`config.mk`:
```
export PLATFORM = sky130hd
export DESIGN_NAME = rs_simple_flat
export DESIGN_NICKNAME = d
export VERILOG_FILES = /design/src/rtl/rs_simple_if.sv /design/src/rtl/rs_simple.sv /design/src/flat_wrapper.sv
export SDC_FILE = /design/constraint.sdc
export NUM_CORES = 1
export LEC_CHECK = 0
export BUFFER_PORTS_ARGS = -buffer_cell sky130_fd_sc_hd__buf_4
export CAP_MARGIN = 20
export CORE_MARGIN = 3
export CORE_UTILIZATION = 43
export DETAILED_ROUTE_END_ITERATION = 6
export PLACE_DENSITY = 0.76
export SYNTH_ARGS = -nofsm -noshare
export SYNTH_HDL_FRONTEND = slang
export SYNTH_SLANG_ARGS = --single-unit
```
`constraint.sdc`:
```
create_clock -name clk -period 2.2 [get_ports clk]
set_input_delay 0.33 -clock clk [delete_from_list [all_inputs] [get_ports clk]]
set_output_delay 0.33 -clock clk [all_outputs]
set_load 0.01 [all_outputs]
```
`src/rtl/rs_simple_if.sv`:
```
// rtl/rs_simple_if.sv - dispatch, result-bus and issue signals of the simple-FU reservation station
//
// Groups every non-clock/reset signal of rs_simple.
//   master modport: dispatch/CDB/issue/flush driver (front end + execute stage)
//   slave modport : rs_simple itself
// Ports:
//   flush                      synchronous clear of all slots
//   dispatch_valid/_inst/_rob_num   dispatch request, entry, ROB tag
//   rs_full                    both slots busy
//   cdb_k_valid/_rob_num/_data result bus k broadcast (k = 0, 1)
//   rs_simple_k, rs_simple_k_entry_num  slot k contents and ROB tag
//   selector                   index of the newer slot
//   simple_k_issue             execute stage consumed slot k this cycle

interface rs_simple_if #(
    parameter int INST_W = 114,
    parameter int TAG_W  = 4
);
    logic              flush;
    logic              dispatch_valid;
    logic [INST_W-1:0] dispatch_inst;
    logic [TAG_W-1:0]  dispatch_rob_num;
    logic              rs_full;
    logic              cdb_0_valid;
    logic [TAG_W-1:0]  cdb_0_rob_num;
    logic [31:0]       cdb_0_data;
    logic              cdb_1_valid;
    logic [TAG_W-1:0]  cdb_1_rob_num;
    logic [31:0]       cdb_1_data;
    logic [INST_W-1:0] rs_simple_0;
    logic [INST_W-1:0] rs_simple_1;
    logic [TAG_W-1:0]  rs_simple_0_entry_num;
    logic [TAG_W-1:0]  rs_simple_1_entry_num;
    logic              selector;
    logic              simple_0_issue;
    logic              simple_1_issue;

    modport master (
        output flush, dispatch_valid, dispatch_inst, dispatch_rob_num,
        output cdb_0_valid, cdb_0_rob_num, cdb_0_data,
        output cdb_1_valid, cdb_1_rob_num, cdb_1_data,
        output simple_0_issue, simple_1_issue,
        input  rs_full, rs_simple_0, rs_simple_1,
        input  rs_simple_0_entry_num, rs_simple_1_entry_num, selector
    );

    modport slave (
        input  flush, dispatch_valid, dispatch_inst, dispatch_rob_num,
        input  cdb_0_valid, cdb_0_rob_num, cdb_0_data,
        input  cdb_1_valid, cdb_1_rob_num, cdb_1_data,
        input  simple_0_issue, simple_1_issue,
        output rs_full, rs_simple_0, rs_simple_1,
        output rs_simple_0_entry_num, rs_simple_1_entry_num, selector
    );
endinterface

```
`src/rtl/rs_simple.sv`:
```
// rtl/rs_simple.sv - two-entry reservation station for the simple-FU execute stage
//
// Holds dispatched instructions until both sources are valid, captures
// operands from two result buses (bus 0 has priority), presents both slots
// to the execute stage and frees a slot on its issue strobe.
// Ports:
//   clk    clock
//   rst_n  asynchronous active-low reset
//   bus    rs_simple_if.slave (dispatch, CDBs, issue, flush, slot outputs)
// Entry format:
//   {misc[113:82], aluop[81:76], memwrite[75], memread[74], memtoreg[73],
//    branch[72], regwrite[71], s2[70:39], s2_valid[38], s1[37:6],
//    s1_valid[5], rd[4:0]}
// An invalid source carries its producer ROB tag in the low TAG_W bits.

module rs_simple #(
    parameter int INST_W = 114,
    parameter int TAG_W  = 4
) (
    input  logic         clk,
    input  logic         rst_n,
    rs_simple_if.slave   bus
);
    localparam int S1_V = 5;
    localparam int S1_L = 6;
    localparam int S2_V = 38;
    localparam int S2_L = 39;

    logic [1:0]        busy;
    logic [INST_W-1:0] entry_0;
    logic [INST_W-1:0] entry_1;
    logic [TAG_W-1:0]  tag_0;
    logic [TAG_W-1:0]  tag_1;
    logic              sel_q;

    logic [INST_W-1:0] woken_0;
    logic [INST_W-1:0] woken_1;
    logic [INST_W-1:0] woken_d;
    logic              full;
    logic              accept;

    // Capture any pending source whose producer tag is on a result bus.
    // Bus 0 is checked first so it wins when both buses carry the same tag.
    function automatic logic [INST_W-1:0] wake(
        input logic [INST_W-1:0] e,
        input logic              v0,
        input logic [TAG_W-1:0]  t0,
        input logic [31:0]       d0,
        input logic              v1,
        input logic [TAG_W-1:0]  t1,
        input logic [31:0]       d1
    );
        logic [INST_W-1:0] r;
        r = e;
        if (!e[S1_V]) begin
            if (v0 && (t0 == e[S1_L +: TAG_W])) begin
                r[S1_L +: 32] = d0;
                r[S1_V]       = 1'b1;
            end else if (v1 && (t1 == e[S1_L +: TAG_W])) begin
                r[S1_L +: 32] = d1;
                r[S1_V]       = 1'b1;
            end
        end
        if (!e[S2_V]) begin
            if (v0 && (t0 == e[S2_L +: TAG_W])) begin
                r[S2_L +: 32] = d0;
                r[S2_V]       = 1'b1;
            end else if (v1 && (t1 == e[S2_L +: TAG_W])) begin
                r[S2_L +: 32] = d1;
                r[S2_V]       = 1'b1;
            end
        end
        return r;
    endfunction

    always_comb begin
        woken_0 = wake(entry_0, bus.cdb_0_valid, bus.cdb_0_rob_num, bus.cdb_0_data,
                       bus.cdb_1_valid, bus.cdb_1_rob_num, bus.cdb_1_data);
        woken_1 = wake(entry_1, bus.cdb_0_valid, bus.cdb_0_rob_num, bus.cdb_0_data,
                       bus.cdb_1_valid, bus.cdb_1_rob_num, bus.cdb_1_data);
        // Same-cycle bypass so a broadcast coinciding with dispatch is not lost.
        woken_d = wake(bus.dispatch_inst, bus.cdb_0_valid, bus.cdb_0_rob_num, bus.cdb_0_data,
                       bus.cdb_1_valid, bus.cdb_1_rob_num, bus.cdb_1_data);
    end

    // Fullness comes from registered state only: a slot freed by issue this
    // cycle cannot be refilled until the next one.
    assign full   = busy[0] & busy[1];
    assign accept = bus.dispatch_valid & ~full;

    always_ff @(posedge clk or negedge rst_n) begin
        if (!rst_n) begin
            busy    <= 2'b00;
            entry_0 <= '0;
            entry_1 <= '0;
            tag_0   <= '0;
            tag_1   <= '0;
            sel_q   <= 1'b0;
        end else if (bus.flush) begin
            busy  <= 2'b00;
            sel_q <= 1'b0;
        end else begin
            if (busy[0]) entry_0 <= woken_0;
            if (busy[1]) entry_1 <= woken_1;
            if (bus.simple_0_issue) busy[0] <= 1'b0;
            if (bus.simple_1_issue) busy[1] <= 1'b0;
            // Dispatch is placed last so it overrides a stray issue of the
            // free slot it is filling.
            if (accept) begin
                if (!busy[0]) begin
                    entry_0 <= woken_d;
                    tag_0   <= bus.dispatch_rob_num;
                    busy[0] <= 1'b1;
                    sel_q   <= 1'b0;
                end else begin
                    entry_1 <= woken_d;
                    tag_1   <= bus.dispatch_rob_num;
                    busy[1] <= 1'b1;
                    sel_q   <= 1'b1;
                end
            end
        end
    end

    // Empty slots must never look ready, so both source-valid bits are gated.
    always_comb begin
        bus.rs_simple_0       = entry_0;
        bus.rs_simple_0[S1_V] = entry_0[S1_V] & busy[0];
        bus.rs_simple_0[S2_V] = entry_0[S2_V] & busy[0];
        bus.rs_simple_1       = entry_1;
        bus.rs_simple_1[S1_V] = entry_1[S1_V] & busy[1];
        bus.rs_simple_1[S2_V] = entry_1[S2_V] & busy[1];
    end

    assign bus.rs_simple_0_entry_num = tag_0;
    assign bus.rs_simple_1_entry_num = tag_1;
    assign bus.rs_full               = full;
    assign bus.selector              = sel_q;
endmodule

```
`src/flat_wrapper.sv`:
```
// flat-port wrapper written by rule: the top's interface ports become plain ports
module rs_simple_flat 
#(
    parameter int INST_W = 114,
    parameter int TAG_W  = 4
)
  (clk, rst_n, bus_flush, bus_dispatch_valid, bus_dispatch_inst, bus_dispatch_rob_num, bus_cdb_0_valid, bus_cdb_0_rob_num, bus_cdb_0_data, bus_cdb_1_valid, bus_cdb_1_rob_num, bus_cdb_1_data, bus_simple_0_issue, bus_simple_1_issue, bus_rs_full, bus_rs_simple_0, bus_rs_simple_1, bus_rs_simple_0_entry_num, bus_rs_simple_1_entry_num, bus_selector);
  rs_simple_if #(.INST_W(INST_W), .TAG_W(TAG_W)) bus_i ();
  input  logic clk;
  input  logic rst_n;
  input wire logic [$bits(bus_i.flush)-1:0] bus_flush;
  input wire logic [$bits(bus_i.dispatch_valid)-1:0] bus_dispatch_valid;
  input wire logic [$bits(bus_i.dispatch_inst)-1:0] bus_dispatch_inst;
  input wire logic [$bits(bus_i.dispatch_rob_num)-1:0] bus_dispatch_rob_num;
  input wire logic [$bits(bus_i.cdb_0_valid)-1:0] bus_cdb_0_valid;
  input wire logic [$bits(bus_i.cdb_0_rob_num)-1:0] bus_cdb_0_rob_num;
  input wire logic [$bits(bus_i.cdb_0_data)-1:0] bus_cdb_0_data;
  input wire logic [$bits(bus_i.cdb_1_valid)-1:0] bus_cdb_1_valid;
  input wire logic [$bits(bus_i.cdb_1_rob_num)-1:0] bus_cdb_1_rob_num;
  input wire logic [$bits(bus_i.cdb_1_data)-1:0] bus_cdb_1_data;
  input wire logic [$bits(bus_i.simple_0_issue)-1:0] bus_simple_0_issue;
  input wire logic [$bits(bus_i.simple_1_issue)-1:0] bus_simple_1_issue;
  output wire logic [$bits(bus_i.rs_full)-1:0] bus_rs_full;
  output wire logic [$bits(bus_i.rs_simple_0)-1:0] bus_rs_simple_0;
  output wire logic [$bits(bus_i.rs_simple_1)-1:0] bus_rs_simple_1;
  output wire logic [$bits(bus_i.rs_simple_0_entry_num)-1:0] bus_rs_simple_0_entry_num;
  output wire logic [$bits(bus_i.rs_simple_1_entry_num)-1:0] bus_rs_simple_1_entry_num;
  output wire logic [$bits(bus_i.selector)-1:0] bus_selector;
  assign bus_i.flush = bus_flush;
  assign bus_i.dispatch_valid = bus_dispatch_valid;
  assign bus_i.dispatch_inst = bus_dispatch_inst;
  assign bus_i.dispatch_rob_num = bus_dispatch_rob_num;
  assign bus_i.cdb_0_valid = bus_cdb_0_valid;
  assign bus_i.cdb_0_rob_num = bus_cdb_0_rob_num;
  assign bus_i.cdb_0_data = bus_cdb_0_data;
  assign bus_i.cdb_1_valid = bus_cdb_1_valid;
  assign bus_i.cdb_1_rob_num = bus_cdb_1_rob_num;
  assign bus_i.cdb_1_data = bus_cdb_1_data;
  assign bus_i.simple_0_issue = bus_simple_0_issue;
  assign bus_i.simple_1_issue = bus_simple_1_issue;
  assign bus_rs_full = bus_i.rs_full;
  assign bus_rs_simple_0 = bus_i.rs_simple_0;
  assign bus_rs_simple_1 = bus_i.rs_simple_1;
  assign bus_rs_simple_0_entry_num = bus_i.rs_simple_0_entry_num;
  assign bus_rs_simple_1_entry_num = bus_i.rs_simple_1_entry_num;
  assign bus_selector = bus_i.selector;
  rs_simple #(.INST_W(INST_W), .TAG_W(TAG_W)) u_core (.clk(clk), .rst_n(rst_n), .bus(bus_i));
endmodule
```
==> Word-level counts from Yosys, hierarchy flattened <==
Cells that the tools add are included.
{ "totals": {"register_bits": 239, "in_bits": 198, "out_inout_bits": 238, "wordCells": 75} }
{ "classes": {"eq_ne": 12, "mux": 33, "n_bitwise": 9, "reduce_logical": 15} }
{ "ops": {"columns": ["operator", "count"], "rows": [
  ["$mux 33", 18],
  ["$mux 114", 4],
  ["$mux 71", 2],
  ["$eq 4x4->1", 12],
  ["$logic_and 1x1->1", 12],
  ["$mux 1", 7],
  ["$and 1x1->1", 6],
  ["$reduce_and 3->1", 2],
  ["$mux 2", 2],
  ["$not 1->1", 3],
  ["$reduce_bool 2->1", 1]
]} }

==> Longest topological paths before layout <==
{ "logic_depth": {"ltp_word": 8, "mapped_depth": 10} }

==> Worst setup path after synthesis <==
No wires, ideal clock.
{ "synth_timing": {"path_type": "input to register", "from": "in bus_cdb_0_rob_num[1]", "to": "reg u_core.entry_1[40]", "setup_time_ps": 141, "t_arrival_ps": 1951, "t_required_ps": 2059, "setup_slack_ps": 108, "cell_stages": 7, "n_path_buf": 2, "cell_sequence": "buf_4 -> a22o_1 -> or4_1 -> buf_6 -> mux2_4 -> o311ai_2 -> o2111ai_1"} }
{ "synth_between": {"elab_chain_len": 7, "word_cells_on_any_way": 11, "classes_between": "eq/ne (2); mux (7); reduce/logical (2)"} }
{ "synth_lines": {"columns": ["item", "line", "rtl"], "rows": [
  ["start, declared", "flat_wrapper.sv:16", "input wire logic [$bits(bus_i.cdb_0_rob_num)-1:0] bus_cdb_0_rob_num;"],
  ["$eq 4x4->1", "rs_simple.sv:65", "if (v0 && (t0 == e[S2_L +: TAG_W])) begin"],
  ["$logic_and 1x1->1", "rs_simple.sv:65", null],
  ["$mux 33", "rs_simple.sv:65", null],
  ["$mux 33", "rs_simple.sv:64", "if (!e[S2_V]) begin"],
  ["$mux 71", "rs_simple.sv:104", "if (busy[1]) entry_1 <= woken_1;"],
  ["$mux 114", "rs_simple.sv:110", "if (!busy[0]) begin"],
  ["$mux 114 (*)", "rs_simple.sv:109", "if (accept) begin"],
  ["end signal, assigned", "rs_simple.sv:104", null],
  ["end signal, assigned", "rs_simple.sv:116", "entry_1 <= woken_d;"],
  ["end, declared", "rs_simple.sv:31", "logic [INST_W-1:0] entry_1;"]
]} }
Mark *: on every way between the ends. The rest lies on a longest branch, timed or not.
A chain may end at the register's enable or synchronous reset.

==> Worst setup path in the final report <==
{ "layout_timing": {"from": "reg u_core.entry_0[7]", "to": "reg u_core.entry_0[14]"} }
{ "layout_between": {"elab_chain_len": 8, "word_cells_on_any_way": 10, "classes_between": "eq/ne (2); mux (6); reduce/logical (2)"} }
{ "layout_lines": {"columns": ["item", "line", "rtl"], "rows": [
  ["start, declared", "rs_simple.sv:30", "logic [INST_W-1:0] entry_0;"],
  ["start signal, assigned", "rs_simple.sv:103", "if (busy[0]) entry_0 <= woken_0;"],
  ["start signal, assigned", "rs_simple.sv:111", "entry_0 <= woken_d;"],
  ["$eq 4x4->1", "rs_simple.sv:59", "end else if (v1 && (t1 == e[S1_L +: TAG_W])) begin"],
  ["$logic_and 1x1->1", "rs_simple.sv:59", null],
  ["$mux 33", "rs_simple.sv:59", null],
  ["$mux 33 (*)", "rs_simple.sv:56", "if (v0 && (t0 == e[S1_L +: TAG_W])) begin"],
  ["$mux 33 (*)", "rs_simple.sv:55", "if (!e[S1_V]) begin"],
  ["$mux 71 (*)", "rs_simple.sv:103", null],
  ["$mux 114", "rs_simple.sv:110", null],
  ["$mux 114 (*)", "rs_simple.sv:109", null]
]} }
Marked as above.

==> impl_metrics.py <==
metrics = {
    "worst_setup_path": {
        "required_ns": 2.63,
        "critPathTopFamily": "compound AO/OA/AOI/OAI gates",
        "cp_slowest_stage_delay_ns": 0.43,
        "critPathLaunchType": "flop",
        "crit_type": "flop to flop",
        "path_buf_inv": 1,
        "endpoint_kind": "flop",
        "critPathArrivalTime_ns": 2.52,
        "cp_max_fo": 9,
        "worstPathCellList": "xor2_1, nor3_1, buf_4, and3_1, a22o_1, a32o_1, a221o_1",
        "slowest_stage": "dfrtp_1",
    },
    "power": {
        "powerDensity_mw_per_mm2": 858.5,
        "power.leakage_uw": 0.008556,
        "ir_worst_vdd_mv": 0.5573,
    },
    "run": {
        "max-cap-violations": 0,
    },
    "hold_path": {
        "hold_class": "input port to flop",
    },
    "final_layout": {
        "n_antenna_cell": 0,
        "fin_nets": 2047,
        "fillers": 2740,
        "final_cell_mix": "buf_4 (504), nand2_1 (321), dfrtp_1 (238)",
        "final_common_cell": "buf_4",
        "drive_gt1_share_pct": 32.96,
        "design_area_mm2": 0.01857,
        "area_delta_synth_final_pct": 30.55,
    },
    "placed_design": {
        "io_buffers": 435,
        "place.gp.congestion": 0.9652,
        "post_dp_cell_area_mm2": 0.01700,
        "hpwl_um": 36820,
    },
    "floorplan": {
        "die_area_mm2": 0.03531,
        "initial_core_util_pct": 44.40,
        "core_mm2": 0.03204,
        "io_pins": 436,
        "die_h_um": 187.9,
        "die_w_um": 187.9,
        "rows": 65,
    },
    "drt": {
        "wl_um": 54580,
        "first_pass_iters": 7,
        "vias": 13730,
        "via_per_inst": 5.958,
        "wl_per_cell_um": 23.69,
        "route.antenna.remaining_nets": 0,
        "drtIter0Drc": 1670,
        "drc": 10,
    },
    "clock_network": {
        "clkLatencyLatePin_ns": 0.55,
        "cts_root_buf": "clkbuf_16",
        "cts_max_level": 1,
        "numCtsBuffers": 28,
        "cts_tree": "done",
        "cts.sinks": 239,
        "clkTransAtPathRegs_ns": 0.06,
        "clockBufferDepth": 3,
    },
    "sta": {
        "finalCritPeriodShare_pct": 95.08,
        "tightest_slew_ns": 0.6442,
        "rsz0062_at_grt": "false",
        "period_minus_slack_ns": 2.092,
        "relSlewSlack_pct": 57.05,
        "hold_slack_ns": 0.05388,
        "skew_ns": 0.01274,
        "hold_viol": 0,
        "drv_slew": 0,
        "fmax_mhz": 478.0,
        "setup_violations": 0,
    },
    "yosys": {
        "synth_seq_cells": 239,
        "synth_edf_count": 0,
        "ys_types": 60,
        "synth_top_cell_by_area": "dfrtp_1",
        "syn-cell-area_mm2": 0.01423,
        "syn_avg_cell_area_um2": 9.079,
        "yosysWarnings": 0,
        "synth-seq-area-share_pct": 42.04,
        "synthDominantCellAreaShare_pct": 42.04,
        "syn_nets": 1765,
        "ys_async_sr_fraction_pct": 100.0,
        "synth_ff_type": "dfrtp_1",
        "synthCells": 1567,
        "synth_area_leaders": "dfrtp_1 (42%), buf_4 (12%), nand2_1 (8.5%)",
    },
    "outcome": {
        "status": "finished with violations",
        "violations": "DRC",
    },
    "global_routing": {
        "antenna_found_initial": 1,
        "grt_overflow": 0,
        "grt_pass1_wl_um": 81360,
        "grt_max_degree": 62,
        "grt_pass1_vias": 13920,
        "grt_use_total_pct": 28.97,
    },
}
==> synthesized netlist by cell type (9+ instances only) <==
cell,instances
o21a_1,27
nor3_1,76
buf_2,32
a221oi_1,55
a221o_1,20
nor2_1,108
clkbuf_1,69
dfrtp_1,239
a211oi_1,57
a222oi_1,54
nand2_1,322
nor2b_1,9
nand2b_1,9
a21oi_1,16
and2_1,14
xor2_1,25
buf_4,229
xnor2_1,14
mux2i_1,59
o22ai_1,28
==> logic make-up (layout without fill, tap and decap cells) <==
kind of cell	after synthesis	count (layout)	synth area share, %
AOI/OAI and AO/OA	298	298	17.62
buffers and inverters	350	652	15.87
DFF	239	239	42.04
muxes	64	64	4.573
xor gates and xnor gates	39	39	2.401
and+or+nand+nor	577	577	17.49
==> stage by stage <==
stage | utilization, % | setup WS [ns] | total power [µW] | instances | TNS, ns
after floorplan | - | 0.1076 | 9415 | 1567 | 0
after global placement | 53.05 | -0.1555 | 11030 | 2194 | -4.549
after detailed placement | 53.05 | -0.1652 | 11160 | 2194 | -7.893
after CTS | 57.58 | 0.02130 | 15980 | 2298 | 0
after global routing | 57.97 | 0.003728 | 16690 | 2304 | 0
final | 57.97 | 0.1081 | 15950 | 2304 | 0
==> registers in the layout, summed over array words and instances (netlist names) <==
name                              cells
u_core.bus.rs_simple_0_entry_num      4
u_core.bus.rs_simple_1_entry_num      4
u_core.bus.selector                   1
u_core.busy                           2
u_core.entry_0                      114
u_core.entry_1                      114
==> tightest hold or removal path: stages <==
cell and delay [ns]:
buf_4 0.08, nand2b_1 0.09, a21oi_1 0.06
==> area by class of cell <==
class                      instances  area, µm²  share of cell area [%]
clock buffer                      42      814.5                   4.385
clock inverter                     8      96.34                  0.5187
inverter                           9      33.78                  0.1819
multi-input combinational        978       6068                   32.67
sequential                       239       5982                   32.21
tap                              435      544.3                   2.930
timing repair buffer             593       5035                   27.11
==> path summary, 6_finish.rpt <==
check | start | endpoint | slack [ns] | cells after the start
max | u_core.entry_0[7] | u_core.entry_0[14] | 0.11 | 7
min | bus_simple_1_issue | u_core.busy[1] | 0.05 | 3
max reg2reg | u_core.entry_0[7] | u_core.entry_0[14] | 0.11 | 7
min reg2reg | u_core.entry_1[98] | u_core.entry_1[98] | 0.48 | 2
max in group asynchronous | rst_n | u_core.entry_0[8] | 1.15 | 3
min in group asynchronous | rst_n | u_core.entry_0[100] | 0.30 | 2
==> routing by layer <==
metal | GRT usage, % | routed length, µm | up-vias
li1 | - | - | 5936
met1 | 37.03 | 20570 | 6595
met2 | 46.87 | 25300 | 977
met3 | 5.590 | 5463 | 217
met4 | 14.95 | 3219 | 2
met5 | 0 | 14 | -
==> report_power, final <==
part / switching [µW] / total, µW / leakage [µW] / internal, µW
clock: 1910 / 4690 / 0.000445 / 2780
combinational: 2590 / 5140 / 0.00529 / 2540
sequential: 726 / 6120 / 0.00282 / 5400
==> repair_timing <==
| item | 4_1_cts | 5_1_grt |
|---|---|---|
| gates resized for setup | 1 | 7 |
| hold buffers | 54 | 0 |
| endpoints found under the hold margin | 153 | 0 |
| gates cloned | 0 | 3 |
| pin swaps | 1 | 3 |
| setup endpoints to repair | 27 | 47 |
| setup buffers | 0 | 3 |
Note: power is estimated with default switching activity, not from simulation.
